$ cat src/rtl/cursor_paint_ctrl.sv
// cursor_paint_ctrl: debounced button cursor mover that paints the cursor footprint into a down-scaled frame buffer
module cursor_paint_ctrl #(
  parameter int H_RES = 640,
  parameter int V_RES = 480,
  parameter int SIZE = 16,
  parameter int STEP = 16,
  parameter int SHIFT = 1,
  parameter int COLOR_W = 8,
  parameter int DEBOUNCE_CYCLES = 500000,
  parameter int REPEAT_CYCLES = 0,
  parameter int WRAP = 1
) (
  input  logic                 CLOCK_50,
  input  logic                 reset,
  input  logic                 up_but,
  input  logic                 down_but,
  input  logic                 left_but,
  input  logic                 right_but,
  input  logic                 pintar_but,
  input  logic [3*COLOR_W-1:0] color_in,
  output logic [10:0]          cursor_x,
  output logic [10:0]          cursor_y,
  output logic                 wr_req,
  output logic [10:0]          wr_x,
  output logic [10:0]          wr_y,
  output logic [3*COLOR_W-1:0] wr_rgb,
  input  logic                 wr_ack,
  output logic                 busy
);
  localparam int DW = DEBOUNCE_CYCLES > 1 ? $clog2(DEBOUNCE_CYCLES) : 1;
  localparam int RW = REPEAT_CYCLES > 1 ? $clog2(REPEAT_CYCLES) : 1;
  localparam int BLK = SIZE >> SHIFT;
  localparam int BW = BLK > 1 ? $clog2(BLK) : 1;
  localparam logic [DW-1:0] D_LAST = DW'(DEBOUNCE_CYCLES > 0 ? DEBOUNCE_CYCLES - 1 : 0);
  localparam logic [RW-1:0] R_LAST = RW'(REPEAT_CYCLES > 0 ? REPEAT_CYCLES - 1 : 0);
  localparam logic [BW-1:0] B_LAST = BW'(BLK - 1);
  localparam logic [10:0] X_MAX = 11'(H_RES - SIZE);
  localparam logic [10:0] Y_MAX = 11'(V_RES - SIZE);
  localparam logic [10:0] STP = 11'(STEP);
  typedef enum logic [1:0] {IDLE, START, WRITE, DONE} state_t;
  state_t state;
  // bit order {up, down, left, right, paint}, all normalised to 1 = pressed
  logic [4:0] raw, s1, s2, db, flip, rise;
  logic [DW-1:0] dcnt [5];
  logic [RW-1:0] rcnt [4];
  logic [3:0] rep, ev;
  logic [10:0] nx, ny, x0;
  logic [BW-1:0] px, py;
  logic dirty, moved;
  assign raw = {~up_but, ~down_but, ~left_but, ~right_but, pintar_but};
  assign rise = flip & s2;
  assign ev = rise[4:1] | rep;
  assign moved = nx != cursor_x || ny != cursor_y;
  assign busy = state != IDLE;
  for (genvar i = 0; i < 5; i++) begin : g_flip
    assign flip[i] = s2[i] != db[i] && dcnt[i] == D_LAST;
  end
  for (genvar j = 0; j < 4; j++) begin : g_rep
    assign rep[j] = REPEAT_CYCLES > 0 && db[j+1] && rcnt[j] == R_LAST;
  end
  always_ff @(posedge CLOCK_50 or negedge reset) begin
    if (!reset) begin
      s1 <= '0;
      s2 <= '0;
      db <= '0;
      for (int i = 0; i < 5; i++) dcnt[i] <= '0;
      for (int j = 0; j < 4; j++) rcnt[j] <= '0;
    end else begin
      s1 <= raw;
      s2 <= s1;
      db <= db ^ flip;
      for (int i = 0; i < 5; i++) dcnt[i] <= (s2[i] == db[i] || flip[i]) ? '0 : dcnt[i] + 1'b1;
      for (int j = 0; j < 4; j++) rcnt[j] <= (!db[j+1] || rep[j]) ? '0 : rcnt[j] + 1'b1;
    end
  end
  // one step per cycle; compares widened so y+STEP cannot overflow
  always_comb begin
    nx = cursor_x;
    ny = cursor_y;
    if (ev[3]) ny = cursor_y < STP ? (WRAP != 0 ? Y_MAX : '0) : cursor_y - STP;
    else if (ev[2]) ny = {1'b0, cursor_y} + {1'b0, STP} > {1'b0, Y_MAX} ? (WRAP != 0 ? '0 : Y_MAX) : cursor_y + STP;
    else if (ev[1]) nx = cursor_x < STP ? (WRAP != 0 ? X_MAX : '0) : cursor_x - STP;
    else if (ev[0]) nx = {1'b0, cursor_x} + {1'b0, STP} > {1'b0, X_MAX} ? (WRAP != 0 ? '0 : X_MAX) : cursor_x + STP;
  end
  always_ff @(posedge CLOCK_50 or negedge reset) begin
    if (!reset) begin
      state <= IDLE;
      cursor_x <= 11'((H_RES - SIZE) / 2);
      cursor_y <= 11'((V_RES - SIZE) / 2);
      wr_req <= 1'b0;
      wr_x <= '0;
      wr_y <= '0;
      wr_rgb <= '0;
      x0 <= '0;
      px <= '0;
      py <= '0;
      dirty <= 1'b0;
    end else begin
      cursor_x <= nx;
      cursor_y <= ny;
      dirty <= moved | rise[0] | (dirty & ~(state == IDLE & db[0]));
      case (state)
        IDLE: if (db[0] && dirty) begin
          state <= START;
          x0 <= cursor_x >> SHIFT;
          wr_x <= cursor_x >> SHIFT;
          wr_y <= cursor_y >> SHIFT;
          wr_rgb <= color_in;
          px <= '0;
          py <= '0;
        end
        START: begin
          state <= WRITE;
          wr_req <= 1'b1;
        end
        WRITE: if (wr_ack) begin
          px <= px == B_LAST ? '0 : px + 1'b1;
          wr_x <= px == B_LAST ? x0 : wr_x + 1'b1;
          if (px == B_LAST) begin
            py <= py + 1'b1;
            wr_y <= wr_y + 1'b1;
          end
          if (px == B_LAST && py == B_LAST) begin
            state <= DONE;
            wr_req <= 1'b0;
          end
        end
        default: state <= IDLE;
      endcase
    end
  end
endmodule

$ cat config.mk
export PLATFORM = sky130hd
export DESIGN_NAME = cursor_paint_ctrl
export DESIGN_NICKNAME = d
export VERILOG_FILES = /design/src/rtl/cursor_paint_ctrl.sv
export SDC_FILE = /design/constraint.sdc
export NUM_CORES = 1
export LEC_CHECK = 0
export BUFFER_PORTS_ARGS = -buffer_cell sky130_fd_sc_hd__buf_2
export CAP_MARGIN = 20
export CORE_MARGIN = 8
export CORE_UTILIZATION = 53
export CTS_BUF_LIST = sky130_fd_sc_hd__clkbuf_8
export CTS_CLUSTER_SIZE = 12
export DETAILED_ROUTE_END_ITERATION = 12
export PLACE_DENSITY = 0.75
export SKIP_CTS_REPAIR_TIMING = 1
export SYNTH_ARGS = -nofsm -noshare
export SYNTH_HDL_FRONTEND = slang
export SYNTH_SLANG_ARGS = --single-unit
$ cat constraint.sdc
create_clock -name CLOCK_50 -period 6.4 [get_ports CLOCK_50]
set_clock_uncertainty 0.1 [all_clocks]
set_input_delay 0.32 -clock CLOCK_50 [delete_from_list [all_inputs] [get_ports CLOCK_50]]
set_output_delay 0.32 -clock CLOCK_50 [all_outputs]
set_load 0.03 [all_outputs]
## Yosys cells after proc, flatten, opt, wreduce, memory -nomap -nowiden

Index checks and enable logic that the tools add are counted.

| storage, ports and cells | value |
|---|---|
| input port bits | 32 |
| output and inout port bits | 70 |
| memory bits (writable) | 0 |
| latch bits | 0 |
| memories | 0 |
| bits in read-only memories | 0 |
| bits in registers | 198 |

| cells by class | value |
|---|---|
| shift-type cells | 0 |
| div/mod/pow operators | 0 |
| mux-type cells | 37 |
| reductions and logical operators | 22 |
| eq/ne operators | 25 |
| add/sub/neg operators | 15 |
| $lt $le $gt $ge | 4 |
| multipliers | 0 |
| bitwise logic cells | 11 |

Operators by type and width:

| operator | count |
|---|---|
| 11-bit 2-to-1 mux | 16 |
| 19-bit by 1-bit adder with 19-bit output (second input constant) | 5 |
| 19-bit equality test (second input constant) | 5 |
| 19-bit 2-to-1 mux | 5 |
| 11-bit one-hot mux with 2 select lines | 2 |
| 11-bit by 5-bit adder with 12-bit output (second input constant) | 2 |
| 11-bit by 1-bit adder with 11-bit output (second input constant) | 2 |
| 11-bit by 5-bit adder with 11-bit output (second input constant) | 2 |
| 11-bit by 5-bit less-than comparator with 1-bit output (second input constant) | 2 |
| 11-bit != test | 2 |
| 11-bit by 5-bit subtractor with 11-bit output (second input constant) | 2 |
| 3-bit 2-to-1 mux | 5 |
| 12-bit by 10-bit > comparator with 1-bit output (second input constant) | 1 |
| 12-bit by 9-bit > comparator with 1-bit output (second input constant) | 1 |
| 3-bit one-hot mux with 2 select lines | 2 |
| 3-bit AND reduction | 3 |
| 1-bit logical AND | 7 |
| 3-bit by 1-bit adder with 3-bit output (second input constant) | 2 |
| 3-bit equality test (second input constant) | 2 |
| 1-bit logical OR | 6 |
| 2-bit 2-to-1 mux | 3 |
| 2-bit != test (second input constant) | 3 |
| 2-bit one-hot mux with 3 select lines | 1 |
| 2-bit nonzero test | 3 |
| 15 further kinds | 30 |

## Logic depth before layout (Yosys ltp)

Gate-level depths: netlist (run 1).

| depth | value |
|---|---|
| word-level depth | 11 |
| gate-level depth with buffers | 10 |
| gate-level depth less buffers | 9 |

## Worst setup path before layout (run 1)

Ideal clock, no wire load.

| timing | value |
|---|---|
| kind | register to register |
| from | reg cursor_y[4] |
| to | reg dirty |
| clock period less this slack | 3.064 ns |
| buffers on the path | 1 |
| stages on the path, launching flop included | 10 |
| path slack | 3.336 ns |
| data required time | 6.161 ns |
| setup time | 0.139 ns |
| data arrival time | 2.826 ns |
| path through | dfrtp_1 -> clkbuf_1 -> inv_1 -> ha_1 -> a221o_1 -> o22ai_1 -> mux2i_1 -> nor2_1 -> or3_1 -> or4_1 |

| between the ends | value |
|---|---|
| cells in the longest elaborated chain, start to end | 9 |
| elaborated cells between the ends (all ways) | 13 |
| classes of those cells | add/sub: 3; order compare: 2; eq/ne: 1; mux: 4; bitwise: 2; reduce/logical: 1 |

Ends and longest elaborated chain:

| element | RTL line | source |
|---|---|---|
| start, declared | 22 | `output logic [10:0] cursor_y,` |
| start signal, assigned | 89 | `cursor_y <= 11'((V_RES - SIZE) / 2);` |
| start signal, assigned | 100 | `cursor_y <= ny;` |
| 11-bit by 5-bit adder with 12-bit output | 81 | `else if (ev[2]) ny = {1'b0, cursor_y} + {1'b0, STP} > {1'b0, Y_MAX} ? (WRAP != 0 ? '0 : Y_MAX) : cursor_y + ST ...` |
| 12-bit by 9-bit > comparator with 1-bit output | 81 |  |
| 11-bit 2-to-1 mux (2 in series) | 81 |  |
| 11-bit 2-to-1 mux | 80 | `if (ev[3]) ny = cursor_y < STP ? (WRAP != 0 ? Y_MAX : '0) : cursor_y - STP;` |
| 11-bit != test * | 53 | `assign moved = nx != cursor_x \|\| ny != cursor_y;` |
| 1-bit logical OR * | 53 |  |
| 1-bit OR * (2 in series) | 101 | `dirty <= moved \| rise[0] \| (dirty & ~(state == IDLE & db[0]));` |
| end signal, assigned | 101 |  |
| end, declared | 49 | `logic dirty, moved;` |

Mark *: on every way between the ends. The rest lies on a longest branch, timed or not.
A chain may end at the register's enable or synchronous reset.

## Final worst setup path (run 1)

| timing | value |
|---|---|
| from | reg cursor_y[5] |
| to | reg dirty |

The elaborated chain is that of the path after synthesis.

==> results of run 1 <==
==> final timing paths <==
kind                               to  slack [ns]         from
hold reg to reg                 s2[4]        0.27        s1[4]
setup / recovery                dirty        3.35  cursor_y[5]
max in group asynchronous  wr_rgb[12]        4.56        reset
hold / removal                  px[2]        0.11       wr_ack
setup reg to reg                dirty        3.35  cursor_y[5]
min in group asynchronous    dcnt[10]        0.35        reset
==> sequential cells by signal, summed over array words and instances (netlist names), named ones only <==
signal and flops:
wr_req 1, dirty 1, wr_y 11, s2 5, cursor_x 11, s1 5, x0 10, cursor_y 11
state 2, py 3, wr_x 11, wr_rgb 24, dcnt 95, px 3
==> cells by family after synthesis <==
| kind of cell | count (synthesis) | synth area share [%] |
|---|---|---|
| AOI/OAI and AO/OA | 143 | 8.43 |
| xor gates and xnor gates | 93 | 8.14 |
| adders and majority gates | 21 | 2.63 |
| buffers and inverters | 74 | 2.79 |
| DFF | 198 | 49.6 |
| muxes | 49 | 5.37 |
| and+or+nand+nor | 452 | 23.0 |
==> cell usage after synthesis (4+ instances only) <==
cell type	n	area share [%]
a21o_1	5	0.38
a21oi_1	32	1.6
a22o_1	4	0.35
and2_1	13	0.81
and3_1	30	1.9
and4_1	8	0.70
and4b_1	4	0.40
clkbuf_1	37	1.4
dfrtp_1	190	48
dfstp_2	8	2.1
ha_1	21	2.6
inv_1	35	1.3
mux2_2	37	4.2
mux2i_1	12	1.2
nand2_1	85	3.2
nand2b_1	10	0.63
nand3_1	64	3.2
nand4_1	21	1.3
nor2_1	135	5.1
nor3_1	22	1.1
nor3b_1	5	0.38
nor4_1	5	0.31
nor4b_1	4	0.35
nor4bb_1	5	0.50
o21ai_0	61	3.1
o22ai_1	10	0.63
o31ai_1	4	0.30
or2_2	9	0.56
or3_1	14	0.88
or4_1	4	0.30
xnor2_1	43	3.8
xor2_1	50	4.4
==> layout make-up <==
class                      instances  area, um^2  area share, %
sequential                       198        4960           43.5
multi-input combinational        758        4760           41.7
timing repair buffer             136         856           7.49
tap                              234         293           2.56
clock buffer                      17         234           2.05
clock inverter                    15         184           1.61
inverter                          35         131           1.15
==> power groups by stage <==
stage	Sequential [mW]	Clock [mW]	Combinational [mW]
after floorplan	1.53	0	0.339
after global placement	1.44	0	0.589
after detailed placement	1.45	0	0.605
after CTS	1.43	0.841	0.605
after global routing	1.44	0.881	0.696
final	1.43	0.818	0.626
==> per-layer routing <==
| metal | wire length [um] | vias to the layer above | GRT usage, % |
|---|---|---|---|
| met1 | 9780 | 3774 | 23.4 |
| li1 | - | 3802 | - |
| met5 | 0 | - | 0 |
| met3 | 958 | 32 | 3.44 |
| met2 | 10500 | 169 | 30.1 |
| met4 | 429 | 0 | 5.97 |
==> metrics by stage <==
stage	util (%)	std cells	total power [mW]	setup slack (ns)
final	61.3	1393	2.87	3.35
after floorplan	-	1030	1.87	3.34
after global routing	61.3	1393	3.02	3.10
after global placement	57.4	1330	2.03	3.44
after detailed placement	57.4	1330	2.06	3.42
after CTS	59.6	1362	2.87	3.38
==> critical path: cells and delay by family, from the launching register on <==
kind | cells | cell delay [ns]
AND/OR/NAND/NOR | 5 | 1.13
flip-flops | 1 | 0.64
AO/OA/AOI/OAI | 1 | 0.49
adder cells (fa/ha/maj) | 1 | 0.31
multiplexers | 1 | 0.25
==> impl_results.md, run 1 <==
- Outcome: finished, final reports clean
- Die W: roughly 150 um
- Most common cell after layout, fill and taps aside: dfrtp_1
- First-pass GRT wire length: between 30,000 and 40,000 um
- Initial antenna violation count: 0
- CP Class: register to register
- Via Count: around 7,800
- Leak pwr: between 5 and 6 nW
- Starting Density: between 50% and 60%
- DR iter-0 viols: just under 600
- EDFF count, synth: 0
- Depth of the worst hold-timing path: 3
- Power per cell area: about 250 nW/um^2
- Final setup vio count: 0
- H-tree depth: 4
- Setup tns final: 0 ns
- Routed Antenna Nets: 0
- Fill cell total of the finished layout: around 1,600
- GRT Util Overall: 18.1%
- CTS Sinks: around 200
- Switching share of power: between 30% and 40%
- Wirelength per Cell: between 15 and 20 um
- Critical Path Max Stage Delay: about 0.64 ns
- F_max: about 330 MHz
- Final wirelength: between 20,000 and 25,000 um
- Reg2Reg Depth: 8
- DRT Pass-1 Iters: 5
- RSZ-0062 raised after global routing: false
- Min Tclk post-route: between 3 and 4 ns
- Gpl congestion: 0.877
- DP HPWL: roughly 15,000 um
- Clk root buf: clkbuf_8
- Area of the mapped netlist: around 10,000 um^2
- Critical-path maximum fanout: 11
- CTS tree: done
- Port Buffers: roughly 100
- Reg clk slew, reported paths: around 0.11 ns
- Hold crit path type: input port to register
- Reg power frac: a little under 50%
- Async set-or-reset flop fraction in the synthesized netlist: 100%
- Worst-Margin Slew: roughly 1.0 ns
- Remaining DRCs: 0
- Share of layout cells above drive strength 1: approximately 17%
- Worst path arrival time: around 3.3 ns
- Most used DFF post-synth: dfrtp_1
- Combinational Power Share: a little over a fifth
- Synth Warn #: 0
- Vias per Instance: about 5.6
- Slowest-stage cell, CP: dfstp_2
- Grt total ovfl: 0
- Cell Int Power: 1.85 mW
- Clock Power Share: 28.5%
- Most frequent cells in the layout: dfrtp_1, nor2_1, buf_2, nand2_1, nand3_1
- Max VDD drop: about 0.14 mV
- Syn nets: between 1,000 and 1,500
- CTS Buf Count: 17
- Die Span Y: 153 um
- Crit end category: register
- P_sw: 1.02 mW
- Crit start category: register
- Post-layout instance area: between 10,000 and 15,000 um^2
- Crit-path cells: ha_1 > nor3b_1 > and4_1 > o22ai_1 > mux2i_1 > nor2_1 > or3_1 > or4_1
- Normalized max-slew margin: roughly a third
- Fin crit share: a little under half
- Final hold vios: 0
- Largest net degree at the start of global routing: around 90
- Placed cell areas: around 11,000 um^2
- Flop and latch count out of synthesis: between 150 and 200
- Antenna Cells: 0
- Mapped Cells: slightly above 1,000
- Avg Inst Size Synth: just under 10 um^2
- Syn-to-layout area delta: 14.2%
- Die area: 23,500 um^2
- Crit path required time: ~6.7 ns
- IO Count: about 100
- Max Cap Viol: 0
- Yosys cell types: 62
- Core Footprint: 18,600 um^2
- Clock Path Buffers: 2
- Post-synthesis sequential area ratio: 49.6%
- Final #Nets: between 1,000 and 1,500
- Slew Limit Fails: 0
- Number of global-route vias before repair: around 7,300
- Fin Hold WS: 0.109 ns
- Num rows: 50
- Worst skew pair latency: a little under 0.5 ns
(Power assumes the default switching activity.)
==> run 2: changes to the inputs <==
==> constraint.sdc (replaced) <==
create_clock -name CLOCK_50 -period 2.85 [get_ports CLOCK_50]
set_clock_uncertainty 0.1 [all_clocks]
set_input_delay 0.1425 -clock CLOCK_50 [delete_from_list [all_inputs] [get_ports CLOCK_50]]
set_output_delay 0.1425 -clock CLOCK_50 [all_outputs]
set_load 0.03 [all_outputs]
==> run 2 against run 1 <==
Wire length is 0.32% higher. Combinational power is 130% higher. Total power is 130% higher. Worst hold slack better by 0.028 ns. Largest cell class unchanged. Final cell count is 1.4% higher. Largest power group unchanged. Global-route usage hardly changed. Clock power is 130% higher. Cell area is 1.7% higher. Register-to-register slack worse by 3.2 ns. Core utilization is 1.0 points higher. Fmax is 11% higher. Sequential power is 120% higher.
==> impl_results.md, run 2 (synthesis results as in run 1) <==
- Slowest-stage cell, CP: or4b_4 (was dfstp_2)
- Largest registers: dcnt (95), wr_rgb (24) (unchanged)
- Starting Density: 53.6% (unchanged)
- Syn-to-layout area delta: 16.2% (was 14.2%)
- Vias per Instance: 5.60 (was 5.58)
- F_max: 365 MHz (was 328 MHz)
- Worst reg2reg setup slack: 0.11 ns (was 3.35 ns)
- Die area: 23,500 um^2 (unchanged)
- CTS Buf Count: 17 (unchanged)
- Clk root buf: clkbuf_8 (unchanged)
- IO Count: 102 (unchanged)
- Min Tclk post-route: 2.74 ns (was 3.05 ns)
- CP Class: register to register (unchanged)
- Final Power: 6.52 mW (was 2.87 mW)
- Crit-path cells: or4b_4 > nor4_4 > nand3_4 > a31oi_1 > o21ai_1 > or3_1 > or4_1 (was ha_1 > nor3b_1 > and4_1 > o22ai_1 > mux2i_1 > nor2_1 > or3_1 > or4_1)
- Final core utilization: 62.3% (was 61.3%)
- Fin cells: 1,413 (was 1,393)
- Routed Antenna Nets: 0 (unchanged)
- Placed Cells: 1,350 (was 1,330)
- Slew Limit Fails: 0 (unchanged)
- Clock Path Buffers: 2 (unchanged)
- Final hold vios: 0 (unchanged)
- Most frequent cells in the layout: dfrtp_1, nor2_1, buf_2, nand2_1, nand3_1 (unchanged)
- RSZ-0062 raised after global routing: false (unchanged)
- Fin Hold WS: 0.136 ns (was 0.109 ns)
- Largest net degree at the start of global routing: 80 (was 89)
- Die Span Y: 153 um (unchanged)
- Reg2Reg Depth: 7 (was 8)
- Crit path required time: 3.11 ns (was 6.66 ns)
- DRT Pass-1 Iters: 6 (was 5)
- Number of global-route vias before repair: 7,275 (was 7,308)
- Max reg flops: 95 (unchanged)
- Worst path arrival time: 2.99 ns (was 3.31 ns)
- Place WS: 0.114 ns (was 3.42 ns)
- Grt total ovfl: 0 (unchanged)
- Leak pwr: 5.23 nW (was 5.12 nW)
- Power per cell area: 561 nW/um^2 (was 251 nW/um^2)
- DR iter-0 viols: 500 (was 584)
- Final setup vio count: 0 (unchanged)
- Gpl congestion: 0.922 (was 0.877)
- Remaining DRCs: 0 (unchanged)
- CP Buf/Inv Count: 0 (unchanged)
- Fin crit share: 96.1% (was 47.6%)
- Initial antenna violation count: 0 (unchanged)
- Setup WS post-layout: 0.112 ns (was 3.35 ns)
- H-tree depth: 4 (unchanged)
- Final wirelength: 21,800 um (was 21,700 um)
- Max Cap Viol: 0 (unchanged)
- Share of layout cells above drive strength 1: 18.8% (was 17.3%)
- Crit start category: register (unchanged)
- Placed cell areas: 10,900 um^2 (was 10,700 um^2)
- Outcome: finished, final reports clean (unchanged)
- Core Footprint: 18,600 um^2 (unchanged)
- Port Buffers: 101 (unchanged)
- Worst-Margin Slew: 0.635 ns (was 0.996 ns)
- Normalized max-slew margin: 57.2% (was 33.0%)
- Die W: 153 um (unchanged)
- Crit end category: register (unchanged)
- Critical Path Max Stage Delay: 0.57 ns (was 0.64 ns)
- Num rows: 50 (unchanged)
- DP HPWL: 15,300 um (was 14,700 um)
- CP delay by family, top: simple AND/OR/NAND/NOR gates (unchanged)
- Hold crit path type: input port to asynchronous set/reset pin (was input port to register)
- Most common cell after layout, fill and taps aside: dfrtp_1 (unchanged)
- Largest Register: dcnt (unchanged)
- Via Count: 7,910 (was 7,777)
- R2r startpoint: dcnt[26] (was cursor_y[5])
- Post-layout instance area: 11,600 um^2 (was 11,400 um^2)
- Wirelength per Cell: 15.4 um (was 15.6 um)
- CTS tree: done (unchanged)
- Reg clk slew, reported paths: 0.11 ns (about the same)
- Crit Reg-Reg Endpoint: dirty (unchanged)
- First-pass GRT wire length: 35,800 um (was 35,600 um)
- Worst skew pair latency: 0.48 ns (was 0.49 ns)
- Final #Nets: 1,219 (was 1,199)
- Setup tns final: 0 ns (unchanged)
- GRT Util Overall: 18.1% (about the same)
- Antenna Cells: 0 (unchanged)
- Max VDD drop: 0.301 mV (was 0.140 mV)
- CTS Sinks: 198 (unchanged)
- Critical-path maximum fanout: 4 (was 11)
- Fill cell total of the finished layout: 1,554 (was 1,553)
-- run 2: worst register-to-register path: cells and delay by family (launching register included) --
family | cells | cell delay, ns
AOI/OAI and AO/OA | 2 | 0.29
DFF | 1 | 0.44
and+or+nand+nor | 5 | 1.80
-- run 2: report_power, final --
part / internal (mW) / switching (mW)
sequential: 3.01 / 0.204
clock: 0.762 / 1.13
combinational: 0.489 / 0.929
-- run 2: layer usage --
layer  GRT usage, %  up-vias  part of all wire [%]  wire length [um]
met5              0        -                     0                 0
met4           6.25        0                   2.4               533
met3           3.89       36                   4.1               886
met1           23.8     3842                    45              9790
met2           29.2      176                    49             10600
li1               -     3856                     -                 -
-- run 2: how the worst max path moves through the flow --
stage,from,endpoint,slack (ns),depth (start not counted)
4_1_cts,dcnt[26],dirty,0.09,7
6_report,dcnt[26],dirty,0.11,7
3_3_place_gp,dcnt[26],dirty,0.15,7
3_5_place_dp,dcnt[26],dirty,0.11,7
5_1_grt,dcnt[26],dirty,0.03,7
2_1_floorplan,cursor_y[4],dirty,0.03,9
-- run 2: cell type report --
type / count / area, um^2 / area share (%)
clock inverter: 15 / 205 / 1.77
timing repair buffer: 156 / 1020 / 8.76
tap: 234 / 293 / 2.52
multi-input combinational: 758 / 4770 / 41.1
clock buffer: 17 / 234 / 2.01
inverter: 35 / 131 / 1.13
sequential: 198 / 4970 / 42.7
==> run 3: changes to the inputs <==
--- a/config.mk
+++ b/config.mk
@@ -7,12 +7,15 @@
 export LEC_CHECK = 0
 export BUFFER_PORTS_ARGS = -buffer_cell sky130_fd_sc_hd__buf_2
 export CAP_MARGIN = 20
+export CELL_PAD_IN_SITES_DETAIL_PLACEMENT = 1
+export CELL_PAD_IN_SITES_GLOBAL_PLACEMENT = 1
 export CORE_MARGIN = 8
-export CORE_UTILIZATION = 53
+export CORE_UTILIZATION = 51
 export CTS_BUF_LIST = sky130_fd_sc_hd__clkbuf_8
 export CTS_CLUSTER_SIZE = 12
 export DETAILED_ROUTE_END_ITERATION = 12
-export PLACE_DENSITY = 0.75
+export PLACE_DENSITY = 0.89
+export RECOVER_POWER = 50
 export SKIP_CTS_REPAIR_TIMING = 1
 export SYNTH_ARGS = -nofsm -noshare
 export SYNTH_HDL_FRONTEND = slang
==> constraint.sdc (replaced) <==
create_clock -name CLOCK_50 -period 3.42 [get_ports CLOCK_50]
set_clock_uncertainty 0.1 [all_clocks]
set_input_delay 0.171 -clock CLOCK_50 [delete_from_list [all_inputs] [get_ports CLOCK_50]]
set_output_delay 0.171 -clock CLOCK_50 [all_outputs]
set_load 0.03 [all_outputs]
==> run 3 against run 2 <==
The run now ends with capacitance limit, slew limit left. Worst setup slack better by 0.43 ns. Final cell count grew 1.3%. Sequential share of layout area rose by 0.54 points. Worst hold slack worse by 0.11 ns. Core utilization decreased by 3.0 points. Register-to-register slack better by 0.43 ns. Wire length increased by 40%. Via count up 6.9%. Sequential power fell by 16%. Highest routed layer unchanged.
==> impl_results.md, run 3 (synthesis results as in run 1) <==
- Outcome: complete, but fails checks (was finished, final reports clean)
- Failing checks: capacitance limit, slew limit
- Combinational Power Share: 23.2% (was 21.8%)
- P_sw: 2.02 mW (was 2.26 mW)
- Gpl congestion: 0.865 (was 0.922)
- Syn-to-layout area delta: 14.7% (was 16.2%)
- GRT Util Overall: 22.8% (was 18.1%)
- DP HPWL: 19,100 um (was 15,300 um)
- Most common cell after layout, fill and taps aside: dfrtp_1 (unchanged)
- GR peak layer: met2 (unchanged)
- Cell Int Power: 3.58 mW (was 4.26 mW)
- M3 GR Usage: 3.99% (was 3.89%)
- First-pass GRT wire length: 44,700 um (was 35,800 um)
- Routed Antenna Nets: 0 (unchanged)
- Largest registers: dcnt (95), wr_rgb (24) (unchanged)
- Initial antenna violation count: 0 (unchanged)
- CP Buf/Inv Count: 0 (unchanged)
- Reg clk slew, reported paths: 0.12 ns (was 0.11 ns)
- Fill cell total of the finished layout: 2,225 (was 1,554)
- Final #Nets: 1,206 (was 1,219)
- Worst path arrival time: 3.13 ns (was 2.99 ns)
- Setup tns final: 0 ns (unchanged)
- Final hold vios: 0 (unchanged)
- Num rows: 51 (was 50)
- CTS Buf Count: 17 (unchanged)
- Largest net degree at the start of global routing: 102 (was 80)
- Worst skew pair latency: 0.50 ns (was 0.48 ns)
- Die W: 156 um (was 153 um)
- Switching share of power: 36.1% (was 34.7%)
- Max VDD drop: 0.304 mV (was 0.301 mV)
- Crit end category: register (unchanged)
- Core Footprint: 19,300 um^2 (was 18,600 um^2)
- Starting Density: 51.7% (was 53.6%)
- CP delay by family, top: simple AND/OR/NAND/NOR gates (unchanged)
- Clock Power Share: 28.4% (was 29.0%)
- Fin cells: 1,431 (was 1,413)
- Clock Path Buffers: 2 (unchanged)
- DR iter-0 viols: 472 (was 500)
- Reg power frac: 48.4% (was 49.2%)
- Final wirelength: 30,600 um (was 21,800 um)
- Die Span Y: 156 um (was 153 um)
- CP Class: register to register (unchanged)
- H-tree depth: 4 (unchanged)
- Port Buffers: 101 (unchanged)
- Crit path required time: 3.67 ns (was 3.11 ns)
- Power per cell area: 488 nW/um^2 (was 561 nW/um^2)
- DRT Pass-1 Iters: 7 (was 6)
- Wirelength per Cell: 21.4 um (was 15.4 um)
- Antenna Cells: 0 (unchanged)
- Final setup vio count: 0 (unchanged)
- CTS Sinks: 198 (unchanged)
- Remaining DRCs: 0 (unchanged)
- Fin crit share: 84.2% (was 96.1%)
- Most frequent cells in the layout: dfrtp_1, nor2_1, nand2_1, buf_2, nand3_1 (was dfrtp_1, nor2_1, buf_2, nand2_1, nand3_1)
- Critical Path Max Stage Delay: 0.65 ns (was 0.57 ns)
- Largest Register: dcnt (unchanged)
- Max reg flops: 95 (unchanged)
- Share of layout cells above drive strength 1: 15.2% (was 18.8%)
- Grt total ovfl: 0 (unchanged)
- Via Count: 8,454 (was 7,910)
- Vias per Instance: 5.91 (was 5.60)
- Max Cap Viol: 1 (was 0)
- Met2 GRT Util: 41.0% (was 29.2%)
- Min Tclk post-route: 2.88 ns (was 2.74 ns)
- Crit-path cells: ha_1 > nor3b_1 > and4_1 > o22ai_1 > mux2i_1 > nor2_1 > or3_1 > or4_1 (was or4b_4 > nor4_4 > nand3_4 > a31oi_1 > o21ai_1 > or3_1 > or4_1)
- Crit start category: register (unchanged)
- Number of global-route vias before repair: 8,742 (was 7,275)
- RSZ-0062 raised after global routing: false (unchanged)
- Placed Cells: 1,369 (was 1,350)
- Global routing usage on met1: 26.6% (was 23.8%)
- Final Power: 5.60 mW (was 6.52 mW)
- Worst-Margin Slew: 2.64 ns (was 0.635 ns)
- Slowest-stage cell, CP: dfstp_2 (was or4b_4)
- Hold crit path type: input port to register (was input port to asynchronous set/reset pin)
- Die area: 24,300 um^2 (was 23,500 um^2)
- CTS tree: done (unchanged)
- Leak pwr: 5.06 nW (was 5.23 nW)
- Normalized max-slew margin: -76.0% (was 57.2%)
- F_max: 347 MHz (was 365 MHz)
- Slew Limit Fails: 100 (was 0)
- Critical-path maximum fanout: 11 (was 4)
- Clk root buf: clkbuf_8 (unchanged)
- IO Count: 102 (unchanged)
-- run 3: cell type report --
type | instances | area (um^2) | share of cell area [%]
Clock buffer | 18 | 248 | 2.16
Clock inverter | 14 | 149 | 1.30
Inverter | 35 | 131 | 1.15
Multi-Input combinational cell | 758 | 4760 | 41.5
Sequential cell | 198 | 4960 | 43.3
Tap cell | 265 | 332 | 2.89
Timing Repair Buffer | 143 | 883 | 7.70
-- run 3: worst reg2reg max path: stages, from the launching register on --
cell and delay (ns):
dfstp_2 0.65, ha_1 0.34, nor3b_1 0.09, and4_1 0.20, o22ai_1 0.26, mux2i_1 0.25, nor2_1 0.06, or3_1 0.30
or4_1 0.51
-- run 3: per-layer routing --
layer	vias to the layer above	share of wire, %
met5	-	0
li1	3824	-
met4	0	3.5
met2	245	53
met3	72	4.3
met1	4313	39
-- run 3: power groups by stage --
| stage | Sequential, mW | Combinational [mW] | Clock [mW] |
|---|---|---|---|
| after detailed placement | 2.72 | 1.21 | 0 |
| after global placement | 2.70 | 1.14 | 0 |
| after CTS | 2.68 | 1.23 | 1.59 |
| after global routing | 2.73 | 1.41 | 1.70 |
| final | 2.71 | 1.30 | 1.59 |
| after floorplan | 2.87 | 0.634 | 0 |
-- run 3: stage by stage --
stage | instance area (um^2) | hold WS (ns) | setup WS, ns | util (%)
after detailed placement | 10800 | 0.205 | 0.561 | 56.0
final | 11500 | 0.0215 | 0.540 | 59.3
after floorplan | 10000 | -0.225 | 0.356 | -
after global placement | 10800 | 0.213 | 0.677 | 56.0
after global routing | 11500 | 0.0000438 | 0.229 | 59.3
after CTS | 11200 | -0.316 | 0.546 | 58.0
-- run 3: final timing paths --
path / start / to / slack (ns) / cells after the start
max reg2reg: cursor_y[5] / dirty / 0.54 / 8
min reg2reg: s1[4] / s2[4] / 0.26 / 0
max: cursor_y[5] / dirty / 0.54 / 8
min: wr_ack / px[2] / 0.02 / 3
max in group asynchronous: reset / wr_rgb[16] / 0.73 / 2
min in group asynchronous: reset / dcnt[13] / 0.95 / 2
